==> src/rtl/tomasulo_pkg.sv <==
// Shared CDB scheduling types and default sizes for the scheduler,
// the reservation stations and the CDB driver.
package tomasulo_pkg;

    localparam int M_DEF     = 4;
    localparam int L_DEF     = 4;
    localparam int LAT_W_DEF = $clog2(L_DEF + 1);
    localparam int IDX_W_DEF = (M_DEF > 1) ? $clog2(M_DEF) : 1;

    // Sized L+1 so a station can test sch_r[its_latency] without an offset.
    typedef logic [L_DEF:0] sch_t;

    typedef struct packed {
        logic                 booked;
        logic [IDX_W_DEF-1:0] owner;
    } cdb_slot_t;

endpackage

==> src/rtl/tomasulo_cdb_sched_if.sv <==
// Station-facing bus of the CDB slot scheduler: requests and latencies in,
// grant, booking vector, CDB mux select and conflict count out.
interface tomasulo_cdb_sched_if
    import tomasulo_pkg::*;
#(
    parameter int M     = M_DEF,
    parameter int L     = L_DEF,
    parameter int LAT_W = $clog2(L + 1)
);
    logic [M-1:0]            req;
    logic [M-1:0][LAT_W-1:0] req_lat;
    logic [M-1:0]            gnt;
    logic [L:0]              sch_r;
    logic                    cdb_sel_vld;
    logic [M-1:0]            cdb_sel;
    logic [15:0]             conflict_cnt_r;

    modport master (
        output req, req_lat,
        input  gnt, sch_r, cdb_sel_vld, cdb_sel, conflict_cnt_r
    );

    modport slave (
        input  req, req_lat,
        output gnt, sch_r, cdb_sel_vld, cdb_sel, conflict_cnt_r
    );
endinterface

==> src/rtl/tomasulo_rr_arb.sv <==
// Generic N-way round-robin arbiter: one-hot grant to the first eligible
// requester at or after the pointer; the pointer moves past the winner on adv.
module tomasulo_rr_arb #(
    parameter int N = 4
) (
    input  logic         clk,
    input  logic         rst,
    input  logic [N-1:0] elig,
    input  logic         adv,
    output logic [N-1:0] gnt
);
    localparam int PTR_W = (N > 1) ? $clog2(N) : 1;

    logic [PTR_W-1:0] ptr_q, ptr_d;
    logic [PTR_W-1:0] pos, win;
    logic [PTR_W:0]   sum;
    logic [2*N-1:0]   dbl;
    logic [N-1:0]     rot;
    logic             found;

    // NOTE: every output gets a default before any conditional write, so no latch is inferred.
    always_comb begin
        dbl   = {elig, elig} >> ptr_q;
        rot   = dbl[N-1:0];
        found = |rot;
        pos   = '0;
        for (int i = N - 1; i >= 0; i--) begin
            if (rot[i]) pos = PTR_W'(i);
        end
        sum = {1'b0, ptr_q} + {1'b0, pos};
        if (sum >= (PTR_W + 1)'(N)) sum = sum - (PTR_W + 1)'(N);
        win = sum[PTR_W-1:0];
        gnt = '0;
        if (found) gnt[win] = 1'b1;
    end

    // Kept apart from the grant logic so adv (derived from gnt) forms no loop.
    always_comb begin
        ptr_d = ptr_q;
        if (adv && found) ptr_d = (win == PTR_W'(N - 1)) ? '0 : win + 1'b1;
    end

    // NOTE: state registers use non-blocking assignments so all flops update together.
    always_ff @(posedge clk or negedge rst) begin
        if (!rst) ptr_q <= '0;
        else      ptr_q <= ptr_d;
    end
endmodule

==> src/rtl/tomasulo_cdb_sched.sv <==
// CDB slot scheduler: books a future CDB slot per grant, tracks slot owners
// to drive the CDB result-mux select, and counts refused-request cycles.
module tomasulo_cdb_sched
    import tomasulo_pkg::*;
#(
    parameter int M     = M_DEF,
    parameter int L     = L_DEF,
    parameter int LAT_W = $clog2(L + 1)
) (
    input logic                 clk,
    input logic                 rst,
    tomasulo_cdb_sched_if.slave bus
);
    localparam int IDX_W = (M > 1) ? $clog2(M) : 1;

    logic [L:0]             sch_q, sch_d;
    logic [L:0][IDX_W-1:0]  owner_q, owner_d;
    logic [15:0]            cnt_q, cnt_d;
    logic [M-1:0]           lat_ok, slot_busy, elig, gnt;
    logic                   any_gnt, book;
    logic [IDX_W-1:0]       gnt_idx;
    logic [LAT_W-1:0]       gnt_lat;

    always_comb begin
        for (int i = 0; i < M; i++) begin
            lat_ok[i]    = (bus.req_lat[i] != '0) && (bus.req_lat[i] <= LAT_W'(L));
            slot_busy[i] = 1'b0;
            for (int k = 1; k <= L; k++) begin
                if (bus.req_lat[i] == LAT_W'(k)) slot_busy[i] = sch_q[k];
            end
            elig[i] = bus.req[i] && lat_ok[i] && !slot_busy[i];
        end
    end

    tomasulo_rr_arb #(.N(M)) u_arb (
        .clk  (clk),
        .rst  (rst),
        .elig (elig),
        .adv  (any_gnt),
        .gnt  (gnt)
    );

    assign any_gnt = |gnt;

    always_comb begin
        gnt_idx = '0;
        gnt_lat = '0;
        for (int i = 0; i < M; i++) begin
            if (gnt[i]) begin
                gnt_idx = IDX_W'(i);
                gnt_lat = bus.req_lat[i];
            end
        end
    end

    // Slot k+1 moves to slot k; a latency-n grant lands in slot n-1 after the move.
    always_comb begin
        sch_d   = '0;
        owner_d = '0;
        book    = 1'b0;
        for (int k = 0; k < L; k++) begin
            book       = any_gnt && (gnt_lat == LAT_W'(k + 1));
            sch_d[k]   = sch_q[k + 1] | book;
            owner_d[k] = book ? gnt_idx : owner_q[k + 1];
        end
        // Illegal latencies are never eligible, so they cannot count as refusals.
        cnt_d = cnt_q;
        if (|(bus.req & lat_ok & slot_busy) && cnt_q != 16'hFFFF) cnt_d = cnt_q + 16'd1;
    end

    // NOTE: the ownership array is reset too, so cdb_sel never shows a stale owner after reset.
    always_ff @(posedge clk or negedge rst) begin
        if (!rst) begin
            sch_q   <= '0;
            owner_q <= '0;
            cnt_q   <= '0;
        end else begin
            sch_q   <= sch_d;
            owner_q <= owner_d;
            cnt_q   <= cnt_d;
        end
    end

    assign bus.gnt            = gnt;
    assign bus.sch_r          = sch_q;
    assign bus.cdb_sel_vld    = sch_q[0];
    assign bus.cdb_sel        = sch_q[0] ? (M'(1) << owner_q[0]) : '0;
    assign bus.conflict_cnt_r = cnt_q;

    always @(posedge clk) begin
        if (rst) begin
            for (int i = 0; i < M; i++) begin
                assert (!bus.req[i] || lat_ok[i])
                    else $warning("station %0d requested with out-of-range req_lat %0d", i, bus.req_lat[i]);
            end
        end
    end
endmodule

==> src/flat_wrapper.sv <==
// flat-port wrapper written by rule: the top's interface ports become plain ports
module tomasulo_cdb_sched_flat import tomasulo_pkg::*;
#(
    parameter int M     = M_DEF,
    parameter int L     = L_DEF,
    parameter int LAT_W = $clog2(L + 1)
)
  (clk, rst, bus_req, bus_req_lat, bus_gnt, bus_sch_r, bus_cdb_sel_vld, bus_cdb_sel, bus_conflict_cnt_r);
  tomasulo_cdb_sched_if #(.M(M), .L(L), .LAT_W(LAT_W)) bus_i ();
  input logic clk;
  input logic rst;
  input wire logic [$bits(bus_i.req)-1:0] bus_req;
  input wire logic [$bits(bus_i.req_lat)-1:0] bus_req_lat;
  output wire logic [$bits(bus_i.gnt)-1:0] bus_gnt;
  output wire logic [$bits(bus_i.sch_r)-1:0] bus_sch_r;
  output wire logic [$bits(bus_i.cdb_sel_vld)-1:0] bus_cdb_sel_vld;
  output wire logic [$bits(bus_i.cdb_sel)-1:0] bus_cdb_sel;
  output wire logic [$bits(bus_i.conflict_cnt_r)-1:0] bus_conflict_cnt_r;
  assign bus_i.req = bus_req;
  assign bus_i.req_lat = bus_req_lat;
  assign bus_gnt = bus_i.gnt;
  assign bus_sch_r = bus_i.sch_r;
  assign bus_cdb_sel_vld = bus_i.cdb_sel_vld;
  assign bus_cdb_sel = bus_i.cdb_sel;
  assign bus_conflict_cnt_r = bus_i.conflict_cnt_r;
  tomasulo_cdb_sched #(.M(M), .L(L), .LAT_W(LAT_W)) u_core (.clk(clk), .rst(rst), .bus(bus_i));
endmodule
==> config.mk <==
export PLATFORM = sky130hd
export DESIGN_NAME = tomasulo_cdb_sched_flat
export DESIGN_NICKNAME = d
export VERILOG_FILES = /design/src/rtl/tomasulo_pkg.sv /design/src/rtl/tomasulo_cdb_sched_if.sv /design/src/rtl/tomasulo_rr_arb.sv /design/src/rtl/tomasulo_cdb_sched.sv /design/src/flat_wrapper.sv
export SDC_FILE = /design/constraint.sdc
export NUM_CORES = 1
export LEC_CHECK = 0
export CAP_MARGIN = 20
export CORE_MARGIN = 3
export CORE_UTILIZATION = 35
export CTS_CLUSTER_DIAMETER = 30
export DETAILED_ROUTE_END_ITERATION = 6
export GPL_TIMING_DRIVEN = 1
export PLACE_DENSITY = 0.67
export REMOVE_ABC_BUFFERS = 1
export SLEW_MARGIN = 5
export SYNTH_ARGS = -nofsm -noshare
export SYNTH_HDL_FRONTEND = slang
export SYNTH_HIERARCHICAL = 1
export SYNTH_SLANG_ARGS = --single-unit
==> constraint.sdc <==
create_clock -name clk -period 5.9 [get_ports clk]
set_input_delay 1.475 -clock clk [delete_from_list [all_inputs] [get_ports clk]]
set_output_delay 1.475 -clock clk [all_outputs]
set_load 0.005 [all_outputs]
* Yosys cells after proc, flatten, opt, wreduce, memory -nomap -nowiden
Cells that the tools add are included.
Storage, ports and cells: bits in registers 30, input port bits 18, output and inout bits 30, logic and storage cells 114
Cells by class: add/subtract/negate cells 4, $lt $le $gt $ge 7, equal/unequal tests 22, shift-type cells 2, mux-type cells 37, bitwise gates (word level) 5, reductions and logical operators 30
Operator list (number):
- 3-bit by 2-bit == test with 1-bit output, second input constant | 10
- 2-bit two-way mux | 12
- 1-bit logical AND | 19
- 1-bit two-way mux | 18
- 16-bit by 1-bit adder with 16-bit output, second input constant | 1
- 16-bit != test, second input constant | 1
- 3-bit by 1-bit == test with 1-bit output, second input constant | 5
- 3-bit == test, second input constant | 5
- 3-bit less-or-equal comparator, second input constant | 4
- 3-bit two-way mux | 4
- 3-bit nonzero test | 4
- 4-bit OR reduction | 3
- 4-bit bitwise AND | 2
- 4-bit two-way mux | 2
- 8-bit by 2-bit >> shifter with 4-bit output | 1
- 1-bit zero test | 4
- 1-bit by 2-bit << shifter with 4-bit output, first input constant | 1
- 2-bit by 2-bit adder with 3-bit output | 1
- 3-bit >= comparator, second input constant | 1
- 2-bit by 3-bit < comparator with 1-bit output, second input constant | 1
- 1-bit OR | 3
- 2-bit by 1-bit adder with 2-bit output, second input constant | 1
- 1-bit demux with 2-bit select | 1
- 2-bit == test, second input constant | 1
- other kinds (2) | 2

* Logic depth before layout (Yosys ltp)
word-level depth 27, gate-level depth with buffers 19, gate-level depth less buffers 18

* Modules after synthesis
Netlist, hierarchy kept.
By module, submodules not included:
- tomasulo_cdb_sched | times used 1, cells each 159, area each 1656.6 um^2, sequential area each 700.7 um^2
- tomasulo_rr_arb | times used 1, cells each 43, area each 374.1 um^2, sequential area each 50.0 um^2

* Worst setup path before layout
Ideal clock, no wire load.
path type input -> output, from in bus_req_lat[0], to out bus_gnt[3], data arrival time 3.931 ns, data required time 4.425 ns, path slack 0.494 ns, stages on the path 12, path buffers 0, path through nor2_1 > ha_1 > nor3b_1 > inv_1 > a2bb2oi_1 > o221ai_1 > o21a_1 > ha_1 > xor2_1 > xnor2_1 > ha_1 > and2_1
On the way: longest elaborated chain between the ends 20, elaborated cells between the ends (all ways) 30, those cells by class 2 x add/sub; 4 x order compare; 4 x eq/ne; 1 x shift; 12 x mux; 7 x reduce/logical
Ends and longest elaborated chain:
- start, declared | line flat_wrapper.sv:13 | input wire logic [$bits(bus_i.req_lat)-1:0] bus_req_lat;
- 3-bit by 1-bit == test with 1-bit output | line tomasulo_cdb_sched.sv:29 | if (bus.req_lat[i] == LAT_W'(k)) slot_busy[i] = sch_q[k];
- 1-bit two-way mux (4 in series) | line tomasulo_cdb_sched.sv:29
- 1-bit zero test | line tomasulo_cdb_sched.sv:31 | elig[i] = bus.req[i] && lat_ok[i] && !slot_busy[i];
- 1-bit logical AND (*) | line tomasulo_cdb_sched.sv:31
- via u_core.elig[0] | line tomasulo_cdb_sched.sv:19 | logic [M-1:0] lat_ok, slot_busy, elig, gnt;
- 8-bit by 2-bit >> shifter with 4-bit output (*) | line tomasulo_rr_arb.sv:23 | dbl = {elig, elig} >> ptr_q;
- 2-bit two-way mux (4 in series) | line tomasulo_rr_arb.sv:28 | if (rot[i]) pos = PTR_W'(i);
- 2-bit by 2-bit adder with 3-bit output | line tomasulo_rr_arb.sv:30 | sum = {1'b0, ptr_q} + {1'b0, pos};
- 3-bit >= comparator or 2-bit by 1-bit subtractor with 2-bit output (tied branches) | line tomasulo_rr_arb.sv:31 | if (sum >= (PTR_W + 1)'(N)) sum = sum - (PTR_W + 1)'(N);
- 2-bit two-way mux | line tomasulo_rr_arb.sv:31
- 2-bit by 3-bit < comparator with 1-bit output (not written as such) or 2-bit by 1-bit >= comparator with 1-bit output (tied branches) | line tomasulo_rr_arb.sv:34 | if (found) gnt[win] = 1'b1;
- 1-bit logical AND (not written as such) | line tomasulo_rr_arb.sv:34
- 1-bit two-way mux (not written as such) | line tomasulo_rr_arb.sv:34
- 1-bit demux with 2-bit select | line tomasulo_rr_arb.sv:34
- 4-bit two-way mux (*) | line tomasulo_rr_arb.sv:34
- end, declared | line flat_wrapper.sv:14 | output wire logic [$bits(bus_i.gnt)-1:0] bus_gnt;
The timed path passes the listed nets; every way through them passes the cells marked *.

* Worst setup path in the final report
from in bus_req_lat[3], to out bus_gnt[2]
Same word-level chain as after synthesis.

==> impl_metrics.toml <==
[cts]
cts_buffers = 5
cts_tree = "done"
cts_root_buf = "clkbuf_8"
cts_buffer_depth = 2
cts_num_sinks = 30
clkTransAtPathRegs_ps = 60
clock_latency_ps = 280
cts-htree-levels = 2

[routing]
drcViolationCount = 0
vias = 1788
drt_iter0_markers = 54
drtAntennaViolNets = 0
detail_route.wirelength_mm = 4.76
vias_per_cell = 4.98
first_pass_iters = 4
routedWlPerCell_um = 13.2

[sta]
fin_crit_ps = 5730
fin_ws_ps = 167
setup_viol = 0
fin_tns_setup_ps = 0
slew_headroom = 0.561
worst_pin_slew_ps = 659
rsz0062_at_grt = "no"
min_period_over_period = 0.972
clock-skew-final_ps = 3.94
fmaxAchievable_mhz = 174
finalHoldViolCount = 0
finalMaxSlewViolations = 0

[critical_path]
rrSetupSlack_ps = 1490
worst_r2r_path_depth = 20
crit_path_end_kind = "output pin"
rr_endpoint = "u_core/owner_q[0]$_DFF_PN0_"
worst-setup-path-type = "in -> out"
startpoint_type = "input pin"
crit_required_ps = 4430
arrival_ps = 4260
path_max_fanout = 4
regToRegStartpoint = "u_core/bus.sch_r[1]$_DFF_PN0_"

[placement]
dp_hpwl_mm = 3.56
pre_cts_ws_ps = -431
io_buffers = 46
postPlaceCellArea_um2 = 2760
place_inst = 345
gp_congestion = 0.849

[run]
maxCapViolations = 0

[synth]
syn_area_um2 = 2030
synth-edff-count = 0
synthArstFlopShare = 1.00
synth.distinct_cells = 51
ys_ff_latch = 30
syn_area_per_cell_um2 = 10.1
yosys_warnings = 6
synth-main-ff-cell = "dfrtp_1"
syn_inst = 202
seq_area_frac_synth = 0.370

[grt]
grt_max_degree = 31
overflow = 0
grt_pass1_vias = 1720
grt_antenna_before_repair = 0
grt_pass1_wl_mm = 7.66
track_usage = 0.145

[power]
ir_worst_vdd_mv = 0.198
p_leak_nw = 1.36
clkPwrFrac = 0.133
combPwrFrac = 0.612
p_sw_mw = 0.470
p_per_area_nw_per_um2 = 414
internal-power_mw = 0.769
power_frac_seq = 0.256
sw_frac_of_total = 0.379

[hold_path]
min_to = "u_core/owner_q[2]$_DFF_PN0_"
whs_path_depth = 1
hold_class = "reg -> reg"
hp-start = "u_core/owner_q[4]$_DFF_PN0_"

[run_status]
outcome = "complete, no violations"

[die]
top_level_ports = 48
die_width_um = 82.2
start_util = 0.364
die_area_um2 = 6750
die_y_um = 82.2
fp.coreArea_um2 = 5570
rows = 27

[layout]
fin_cells = 359
nNetsFinal = 312
diodes = 0
fin_area_um2 = 3000
fillers = 500
synthToLayoutAreaGrowth_pct = 47.5
final_core_util = 0.537
drive_gt1_frac = 0.293
## metrics by stage
| stage | total power, mW | hold WS [ps] |
|---|---|---|
| finish | 1.24 | 478 |
| CTS | 1.22 | 482 |
| detailed placement | 1.02 | 468 |
| floorplan | 0.720 | 454 |
| global placement | 1.01 | 457 |
| global route | 1.34 | 493 |
## worst max-delay path, stage by stage
cell,delay [ps]
clkdlybuf4s50_1,510
nor2_1,60
ha_1,200
a2111oi_4,320
nor3b_1,90
buf_4,160
a21oi_2,120
o22ai_1,90
o21a_1,220
ha_4,180
buf_4,130
xnor2_1,170
nand2_1,90
mux2i_1,180
dlygate4sd2_1,260
## registers in the layout, summed over array words and instances (netlist names)
| register | flops |
|---|---|
| u_core/bus.conflict_cnt_r | 16 |
| u_core/bus.sch_r | 4 |
| u_core/owner_q | 8 |
| u_core/u_arb/ptr_q | 2 |
## cell usage in the layout (no fill, tap or decap), types with 4 or more instances in the layout
| cell type | netlist | layout |
|---|---|---|
| a2111oi_4 | 2 | 4 |
| and3b_1 | 4 | 4 |
| buf_4 | 2 | 36 |
| clkbuf_8 | 0 | 6 |
| clkdlybuf4s50_1 | 0 | 36 |
| dfrtp_1 | 30 | 30 |
| dlymetal6s2s_1 | 0 | 4 |
| ha_1 | 8 | 5 |
| inv_1 | 7 | 7 |
| mux2_2 | 7 | 7 |
| mux2i_1 | 4 | 4 |
| nand2_1 | 22 | 21 |
| nand3_1 | 13 | 13 |
| nor2_1 | 9 | 9 |
| nor2b_1 | 9 | 8 |
| nor3b_1 | 5 | 4 |
| xnor2_1 | 16 | 16 |
## cell families after synthesis
family | synth area share
and+or+nand+nor | 0.264
other | 0.00185
buffers and inverters | 0.0370
AOI/OAI and AO/OA | 0.137
xor gates and xnor gates | 0.0776
DFF | 0.370
muxes | 0.0641
adders and majority gates | 0.0493
## Yosys cell counts, types with 3 or more instances
cell | n | area [um2]
dfrtp_1 | 30 | 751
nand2_1 | 22 | 82.6
xnor2_1 | 16 | 140
nand3_1 | 13 | 65.1
nor2_1 | 9 | 33.8
nor2b_1 | 9 | 56.3
ha_1 | 8 | 100
inv_1 | 7 | 26.3
mux2_2 | 7 | 78.8
nor3b_1 | 5 | 37.5
a21oi_1 | 4 | 20.0
and3b_1 | 4 | 35.0
mux2i_1 | 4 | 40.0
nand2b_1 | 4 | 25.0
and3_1 | 3 | 18.8
buf_6 | 3 | 33.8
nand4_2 | 3 | 37.5
o21ai_0 | 3 | 15.0
or2_2 | 3 | 18.8
## metal layers
metal	GRT usage	part of all wire	routed length, um
met4	0.0415	0.0080	38
met3	0.0293	0.045	214
met2	0.245	0.49	2310
met1	0.189	0.46	2190
met5	0	0	0
## timing repair
item	in CTS	in global routing
buffers inserted	4	2
resized for setup	19	16
pin swaps	4	5
hold buffers	0	0
endpoints found under the setup margin	4	4
## worst max path at each step
| stage | start | end | slack (ps) |
|---|---|---|---|
| global route | bus_req_lat[1] | bus_gnt[0] | 9 |
| finish | bus_req_lat[3] | bus_gnt[2] | 170 |
| global placement | bus_req_lat[10] | bus_gnt[3] | -340 |
| CTS | bus_req_lat[6] | bus_gnt[3] | 20 |
| detailed placement | bus_req_lat[10] | bus_gnt[3] | -430 |
| floorplan | bus_req_lat[0] | bus_gnt[3] | 480 |
## area by class of cell
| class | count | area [um2] | area share |
|---|---|---|---|
| Tap cell | 72 | 90.1 | 0.0301 |
| Clock buffer | 7 | 86.3 | 0.0288 |
| Sequential cell | 30 | 751 | 0.251 |
| Inverter | 7 | 26.3 | 0.00877 |
| Clock inverter | 1 | 5.00 | 0.00167 |
| Multi-Input combinational cell | 160 | 1300 | 0.435 |
| Timing Repair Buffer | 82 | 733 | 0.245 |
## power by group through the flow
stage	Sequential, mW	Clock [mW]	Combinational [mW]
finish	0.317	0.164	0.758
global route	0.324	0.180	0.837
CTS	0.312	0.170	0.741
detailed placement	0.312	0	0.708
global placement	0.311	0	0.701
floorplan	0.303	0	0.417
Note: power is estimated with default switching activity, not from simulation.
